**config.mk**
```make
export PLATFORM = sky130hd
export DESIGN_NAME = add8_err_monitor
export DESIGN_NICKNAME = d
export VERILOG_FILES = /design/src/rtl/add8_err_monitor.sv
export SDC_FILE = /design/constraint.sdc
export NUM_CORES = 1
export LEC_CHECK = 0
export CORE_ASPECT_RATIO = 1.5
export CORE_MARGIN = 2
export CORE_UTILIZATION = 58
export CTS_BUF_LIST = sky130_fd_sc_hd__clkbuf_4
export DETAILED_ROUTE_END_ITERATION = 8
export PLACE_DENSITY = 0.92
export SLEW_MARGIN = 0
export SYNTH_ARGS = -nofsm -noshare
export SYNTH_HDL_FRONTEND = slang
export SYNTH_SLANG_ARGS = --single-unit
```
**constraint.sdc**
```tcl
create_clock -name clk -period 7.2 [get_ports clk]
set_input_delay 1.44 -clock clk [delete_from_list [all_inputs] [get_ports clk]]
set_output_delay 1.44 -clock clk [all_outputs]
set_load 0.05 [all_outputs]
```
**src/rtl/add8_err_monitor.sv**
```systemverilog
// Error-statistics monitor for an approximate 8-bit adder under test.
// Three-stage pipeline (exact sum, |error| and square, accumulate) under an IDLE/RUN/DRAIN/DONE FSM.
module add8_err_monitor #(
    parameter int CNT_W     = 17,
    parameter int N_SAMPLES = 65536
) (
    input  logic               clk,
    input  logic               rst,
    input  logic               start,
    input  logic               clear,
    input  logic               in_valid,
    output logic               in_ready,
    input  logic [7:0]         A,
    input  logic [7:0]         B,
    input  logic [8:0]         O,
    output logic               busy,
    output logic               done,
    output logic [CNT_W-1:0]   sample_cnt,
    output logic [CNT_W-1:0]   err_cnt,
    output logic [CNT_W+8:0]   sum_abs_err,
    output logic [CNT_W+17:0]  sum_sq_err,
    output logic [8:0]         wce
);

    typedef enum logic [1:0] {
        S_IDLE,
        S_RUN,
        S_DRAIN,
        S_DONE
    } state_t;

    localparam logic [CNT_W-1:0] LAST = CNT_W'(N_SAMPLES - 1);

    state_t      r_state;
    logic [1:0]  r_drain;

    logic        r_s1_v;
    logic [8:0]  r_s1_exact;
    logic [8:0]  r_s1_o;
    logic        r_s2_v;
    logic [8:0]  r_s2_e;
    logic [17:0] r_s2_sq;

    logic        w_hs;
    logic        w_last;
    logic [9:0]  w_diff;
    logic [9:0]  w_neg;
    logic [8:0]  w_e;

    assign w_hs   = in_valid & in_ready;
    assign w_last = w_hs & (sample_cnt == LAST);
    assign w_diff = {1'b0, r_s1_o} - {1'b0, r_s1_exact};
    assign w_neg  = -w_diff;
    assign w_e    = w_diff[9] ? w_neg[8:0] : w_diff[8:0];

    always_ff @(posedge clk or posedge rst) begin
        if (rst) begin
            r_s1_v     <= 1'b0;
            r_s1_exact <= '0;
            r_s1_o     <= '0;
            r_s2_v     <= 1'b0;
            r_s2_e     <= '0;
            r_s2_sq    <= '0;
        end else if (clear) begin
            r_s1_v     <= 1'b0;
            r_s1_exact <= '0;
            r_s1_o     <= '0;
            r_s2_v     <= 1'b0;
            r_s2_e     <= '0;
            r_s2_sq    <= '0;
        end else begin
            r_s1_v     <= w_hs;
            r_s1_exact <= {1'b0, A} + {1'b0, B};
            r_s1_o     <= O;
            r_s2_v     <= r_s1_v;
            r_s2_e     <= w_e;
            r_s2_sq    <= 18'(w_e) * 18'(w_e);
        end
    end

    always_ff @(posedge clk or posedge rst) begin
        if (rst) begin
            r_state     <= S_IDLE;
            r_drain     <= '0;
            in_ready    <= 1'b0;
            busy        <= 1'b0;
            done        <= 1'b0;
            sample_cnt  <= '0;
            err_cnt     <= '0;
            sum_abs_err <= '0;
            sum_sq_err  <= '0;
            wce         <= '0;
        end else if (clear) begin
            r_state     <= S_IDLE;
            r_drain     <= '0;
            in_ready    <= 1'b0;
            busy        <= 1'b0;
            done        <= 1'b0;
            sample_cnt  <= '0;
            err_cnt     <= '0;
            sum_abs_err <= '0;
            sum_sq_err  <= '0;
            wce         <= '0;
        end else begin
            if (w_hs)
                sample_cnt <= sample_cnt + CNT_W'(1);
            if (r_s2_v) begin
                sum_abs_err <= sum_abs_err + {{CNT_W{1'b0}}, r_s2_e};
                sum_sq_err  <= sum_sq_err + {{CNT_W{1'b0}}, r_s2_sq};
                err_cnt     <= err_cnt + {{(CNT_W-1){1'b0}}, |r_s2_e};
                if (r_s2_e > wce)
                    wce <= r_s2_e;
            end
            unique case (r_state)
                S_IDLE, S_DONE: begin
                    // The pipeline is empty here, so zeroing cannot lose a sample
                    if (start) begin
                        r_state     <= S_RUN;
                        in_ready    <= 1'b1;
                        busy        <= 1'b1;
                        done        <= 1'b0;
                        sample_cnt  <= '0;
                        err_cnt     <= '0;
                        sum_abs_err <= '0;
                        sum_sq_err  <= '0;
                        wce         <= '0;
                    end
                end
                S_RUN: begin
                    if (w_last) begin
                        r_state  <= S_DRAIN;
                        r_drain  <= '0;
                        in_ready <= 1'b0;
                    end
                end
                S_DRAIN: begin
                    if (r_drain == 2'd2) begin
                        r_state <= S_DONE;
                        busy    <= 1'b0;
                        done    <= 1'b1;
                    end else begin
                        r_drain <= r_drain + 2'd1;
                    end
                end
            endcase
        end
    end

endmodule

```
; ---- Word level (Yosys, flattened, before mapping)
; Index checks and enable logic that the tools add are counted.
[totals]
ff_bits = 158
output_inout_bits = 107
word_cells = 95
[op_classes]
add_sub_neg = 8
mul = 1
magnitude_cmp = 1
n_eq_ne = 9
muxes = 48
bitwise = 2
reduce_logical = 10
[ops]
columns = operator, count
row1 = $mux W35, 4
row2 = $mux W17, 8
row3 = $mux W26, 4
row4 = $mux W9, 9
row5 = $add A35 B18 Y35, 1
row6 = $add A26 B9 Y26, 1
row7 = $mul A9 B9 Y18, 1
row8 = $mux W18, 1
row9 = $add A17 B1 Y17, 1
row10 = $add A17 B1 Y17 const B, 1
row11 = $eq A17 B16 Y1 const B, 1
row12 = $mux W2, 7
row13 = $ne A3 B3 Y1 const B, 4
row14 = $reduce_and A3 Y1, 4
row15 = $mux W1, 10
row16 = $sub A9 B9 Y10, 1
row17 = $add A8 B8 Y9, 1
row18 = $gt A9 B9 Y1, 1
row19 = $neg A9 Y9, 1
row20 = $reduce_bool A3 Y1, 3
row21 = $reduce_or A9 Y1, 1
row22 = $eq A2 B2 Y1 const B, 3
row23 = $pmux W1 S2, 3
row24 = $pmux W2 S3, 1
row25 = other kinds (6), 7

; ---- Longest topological paths before layout
; Gate-level depths: netlist of the first run.
[logic_depth]
depth_word = 6
ltp_mapped = 31
depth_no_buf = 30

; ---- Least setup slack after synthesis of the first run
; OpenSTA, ideal clock, no wires.
[synth_timing]
kind = register to register
startpoint = register r_s1_o[0]
endpoint = register r_s2_sq[17]
setup_ns = 0.134
arrival_time_ns = 6.210
path_slack_ns = 0.856
stages_incl_launch_ff = 28
n_path_buf = 1
synth_period_minus_slack_ns = 6.344
cell_sequence = dfrtp_1 -> inv_1 -> ha_1 -> inv_1 -> fa_1 -> xnor2_1 -> nand3_1 -> mux2_2 -> o41ai_2 -> xor2_1 -> buf_4 -> or2_2 -> fa_1 -> inv_1 -> fa_1 -> inv_1 -> fa_1 -> fa_1 -> inv_1 -> ha_1 -> a21o_1 -> a21o_1 -> nor2_1 -> o31ai_1 -> a211o_1 -> a21oi_1 -> o21a_1 -> nor3_2
[synth_between]
elab_chain_cells = 5
[synth_lines]
columns = element, line
row1 = start: declaration, 39  ; logic [8:0] r_s1_o;
row2 = start signal: assignment, 60  ; r_s1_o <= '0;
row3 = start signal: assignment, 67  ; r_s1_o <= '0;
row4 = start signal: assignment, 74  ; r_s1_o <= O;
row5 = $sub A9 B9 Y10 (*), 52  ; assign w_diff = {1'b0, r_s1_o} - {1'b0, r_s1_exact};
row6 = $neg A9 Y9, 53  ; assign w_neg = -w_diff;
row7 = $mux W9 (*), 54  ; assign w_e = w_diff[9] ? w_neg[8:0] : w_diff[8:0];
row8 = $mul A9 B9 Y18 (*), 77  ; r_s2_sq <= 18'(w_e) * 18'(w_e);
row9 = $mux W18 (*), 64  ; end else if (clear) begin
row10 = end signal: assignment, 77
row11 = end: declaration, 42  ; logic [17:0] r_s2_sq;
; Mark *: on every way between the ends. The rest lies on a longest branch, timed or not.
; A chain may end at the register's enable or synchronous reset.

; ---- Worst setup path in the final report of the first run
; Ends and elaborated chain as after synthesis.

==> out/metrics.cfg, run 1 <==
[run_status]
outcome=completed

[die]
die_area_mm2=0.0200
die_x_um=116
die_h_um=172
rows=61
start_util_pct=59.0
io-pin-count=137
core_mm2=0.0185

[synthesis]
ys_ff_latch=156
synth_ff_type=dfrtp_1
yosysWarnings=0
seq_area_frac_synth_pct=35.7
ys_async_sr_fraction_pct=100
synth_edf_count=0
synth_area_per_cell_um2=9.23
synth_cells=1186
synth_area_mm2=0.0109
synth_fp_nets=1350
synth_cell_type_count=67

[critical_path]
r2r_start=r_s1_o[0]
slowest_delay_ns=0.58
rr_worst_depth=27
critPathArrivalTime_ns=7.41
path_class=reg2reg
crit_end=r_s2_sq[17]
crit_path_start_kind=register
endpoint_kind=register
slowest_stage=fa_1
cp_data_required_time_ns=7.67
rr_endpoint=r_s2_sq[17]
ff2ff_setup_slack_ns=0.26
crit_fanout=4
crit_start=r_s1_o[0]

[sta]
fin_skew_ns=0.0253
worst_slack_ns=0.262
fmax_mhz=144
setup_viol_count_final=0
period_minus_slack_ns=6.94
hold_violations=0
fin_crit_sh_pct=96.4
max_slew.worst_pin.slew_ns=1.07
drv_slew=0
slew_headroom_pct=29.0
hold_ws_ns=0.561

[route]
wl_per_cell_um=15.9
drc=0
wl_um=25000
first_iter_violations=466
ant_nets=0
vias=9114
viasPerCell=5.77
first_pass_iters=5

[placed_design]
pre_cts_slack_ns=0.165
gp_congestion=0.876
io_buffers=136
placed_area_mm2=0.0125
dp_hpwl_um=18600

[cts]
postCtsHoldBufs=0
cts_num_sinks=156
cts-root-buf=clkbuf_4
clk_pin_slew_worst_paths_ns=0.14
h-tree-depth=4
clk_latency_ns=0.60
cts_tree=built
cts-buffers-inserted=17
cts.path.max_buffers=2

[finish]
final_area_mm2=0.0129
drive_gt1_share_pct=5.80
layout_common_cells=nor2_1, dfrtp_1, clkdlybuf4s50_1, inv_1, ha_1
nets=1478
mostFrequentLayoutCell=nor2_1
area_growth_pct=17.5

[global_routing]
antenna_found_initial=1
grt_max_degree=103
grt_pass1_vias=9169
overflow=0
grt_use_total_pct=25.8
grt_pass1_wl_um=41200

[worst_hold_path]
hold_class=reg2reg

[job]
maxCapViolCount=0

[worst min-delay path by stage]
stage                     depth (start not counted)             end  slack, ns           start
after floorplan                                   1          r_s2_v       0.44          r_s1_v
after global placement                            1          r_s2_v       0.44          r_s1_v
after detailed placement                          1          r_s2_v       0.48          r_s1_v
after CTS                                         2  sum_sq_err[34]       0.56  sum_sq_err[34]
after global routing                              1          r_s2_v       0.58          r_s1_v
final                                             2  sum_sq_err[34]       0.56  sum_sq_err[34]
[stage by stage]
stage	utilization [%]	instances	TNS, ns
final	69.3	1580	0
after global routing	69.3	1580	-0.0655
after CTS	69.0	1576	0
after detailed placement	67.5	1544	0
after global placement	67.5	1544	0
after floorplan	-	1186	0
[synth_stat cells, types with 18 or more instances]
library cell / count / area, µm²
o21ai_0: 43 / 215
nor2_1: 164 / 616
nand2_1: 57 / 214
and3_1: 18 / 113
fa_1: 36 / 721
a21oi_1: 79 / 395
a21o_1: 23 / 173
xnor2_1: 45 / 394
inv_1: 110 / 413
nand4_1: 19 / 119
mux2i_1: 30 / 300
xor2_1: 43 / 377
nor2b_1: 27 / 169
ha_1: 98 / 1230
dfrtp_1: 156 / 3900
nand3_1: 30 / 150
or3_1: 23 / 144
clkbuf_1: 26 / 97.6
[cell families (layout without fill, tap and decap cells)]
family / Yosys count / count (layout) / synth area share (%)
and+or+nand+nor: 390 / 390 / 17.0
DFF: 156 / 156 / 35.7
other: 0 / 1 / 0
buffers and inverters: 151 / 292 / 5.40
adders and majority gates: 134 / 134 / 17.8
AOI/OAI and AO/OA: 232 / 232 / 13.7
muxes: 33 / 33 / 3.05
xor gates and xnor gates: 90 / 90 / 7.34
[state kept, by name, summed over array words and instances, names as in the netlist, 2 cells and up]
| signal | count |
|---|---|
| sum_sq_err | 35 |
| r_s1_o | 9 |
| r_s2_sq | 17 |
| wce | 9 |
| r_state | 2 |
| r_s2_e | 8 |
| sample_cnt | 17 |
| sum_abs_err | 26 |
| r_s1_exact | 9 |
| r_drain | 2 |
| err_cnt | 17 |
[layout make-up]
class,count,area (µm²)
clock buffer,17,128
sequential,156,3900
clock inverter,15,140
timing repair buffer,147,1440
fill,1371,5690
antenna,1,2.50
multi-input combinational,879,6500
tap,252,315
inverter,113,429
[per-layer routing]
layer  vias up  track usage, %  share of wire, %
met4         0            12.7               3.9
met5         -               0                 0
met2       256            47.2                54
li1       4301               -                 -
met3        66            4.77               3.8
met1      4491            28.3                38
[timing repair]
| action | CTS | global route |
|---|---|---|
| hold endpoints to repair | 0 | 0 |
| gates resized for setup | 0 | 5 |
| buffers inserted | 0 | 3 |
| setup endpoints to repair | 0 | 7 |
[worst max-delay path, delay by kind of cell (launching register included)]
family / cells / cell delay (ns)
adder cells (fa/ha/maj): 7 / 3.05
AO/OA/AOI/OAI: 10 / 2.07
AND/OR/NAND/NOR: 3 / 0.59
XOR/XNOR: 2 / 0.44
flip-flops: 1 / 0.38
buffers and inverters: 5 / 0.29
Power of run 1 is not shown: default switching activity piles up to over one toggle a cycle in this logic, so the estimate is an artifact.
==> inputs of run 2 (changes only) <==
--- a/config.mk
+++ b/config.mk
@@ -15,3 +15,4 @@
 export SYNTH_ARGS = -nofsm -noshare
 export SYNTH_HDL_FRONTEND = slang
 export SYNTH_SLANG_ARGS = --single-unit
+export TNS_END_PERCENT = 30
==> results of run 2 <==
Final layout, timing and power as in run 1 (identical DEF).
Power of run 2 is left out for the same reason.
==> inputs of run 3 (changes only) <==
==> constraint.sdc (replaced) <==
create_clock -name clk -period 7.2 [get_ports clk]
set_input_delay 1.08 -clock clk [delete_from_list [all_inputs] [get_ports clk]]
set_output_delay 1.08 -clock clk [all_outputs]
set_load 0.05 [all_outputs]
==> results of run 3 <==
The final DEF is identical to that of run 1. Status: completed.
Power of run 3 is left out for the same reason.
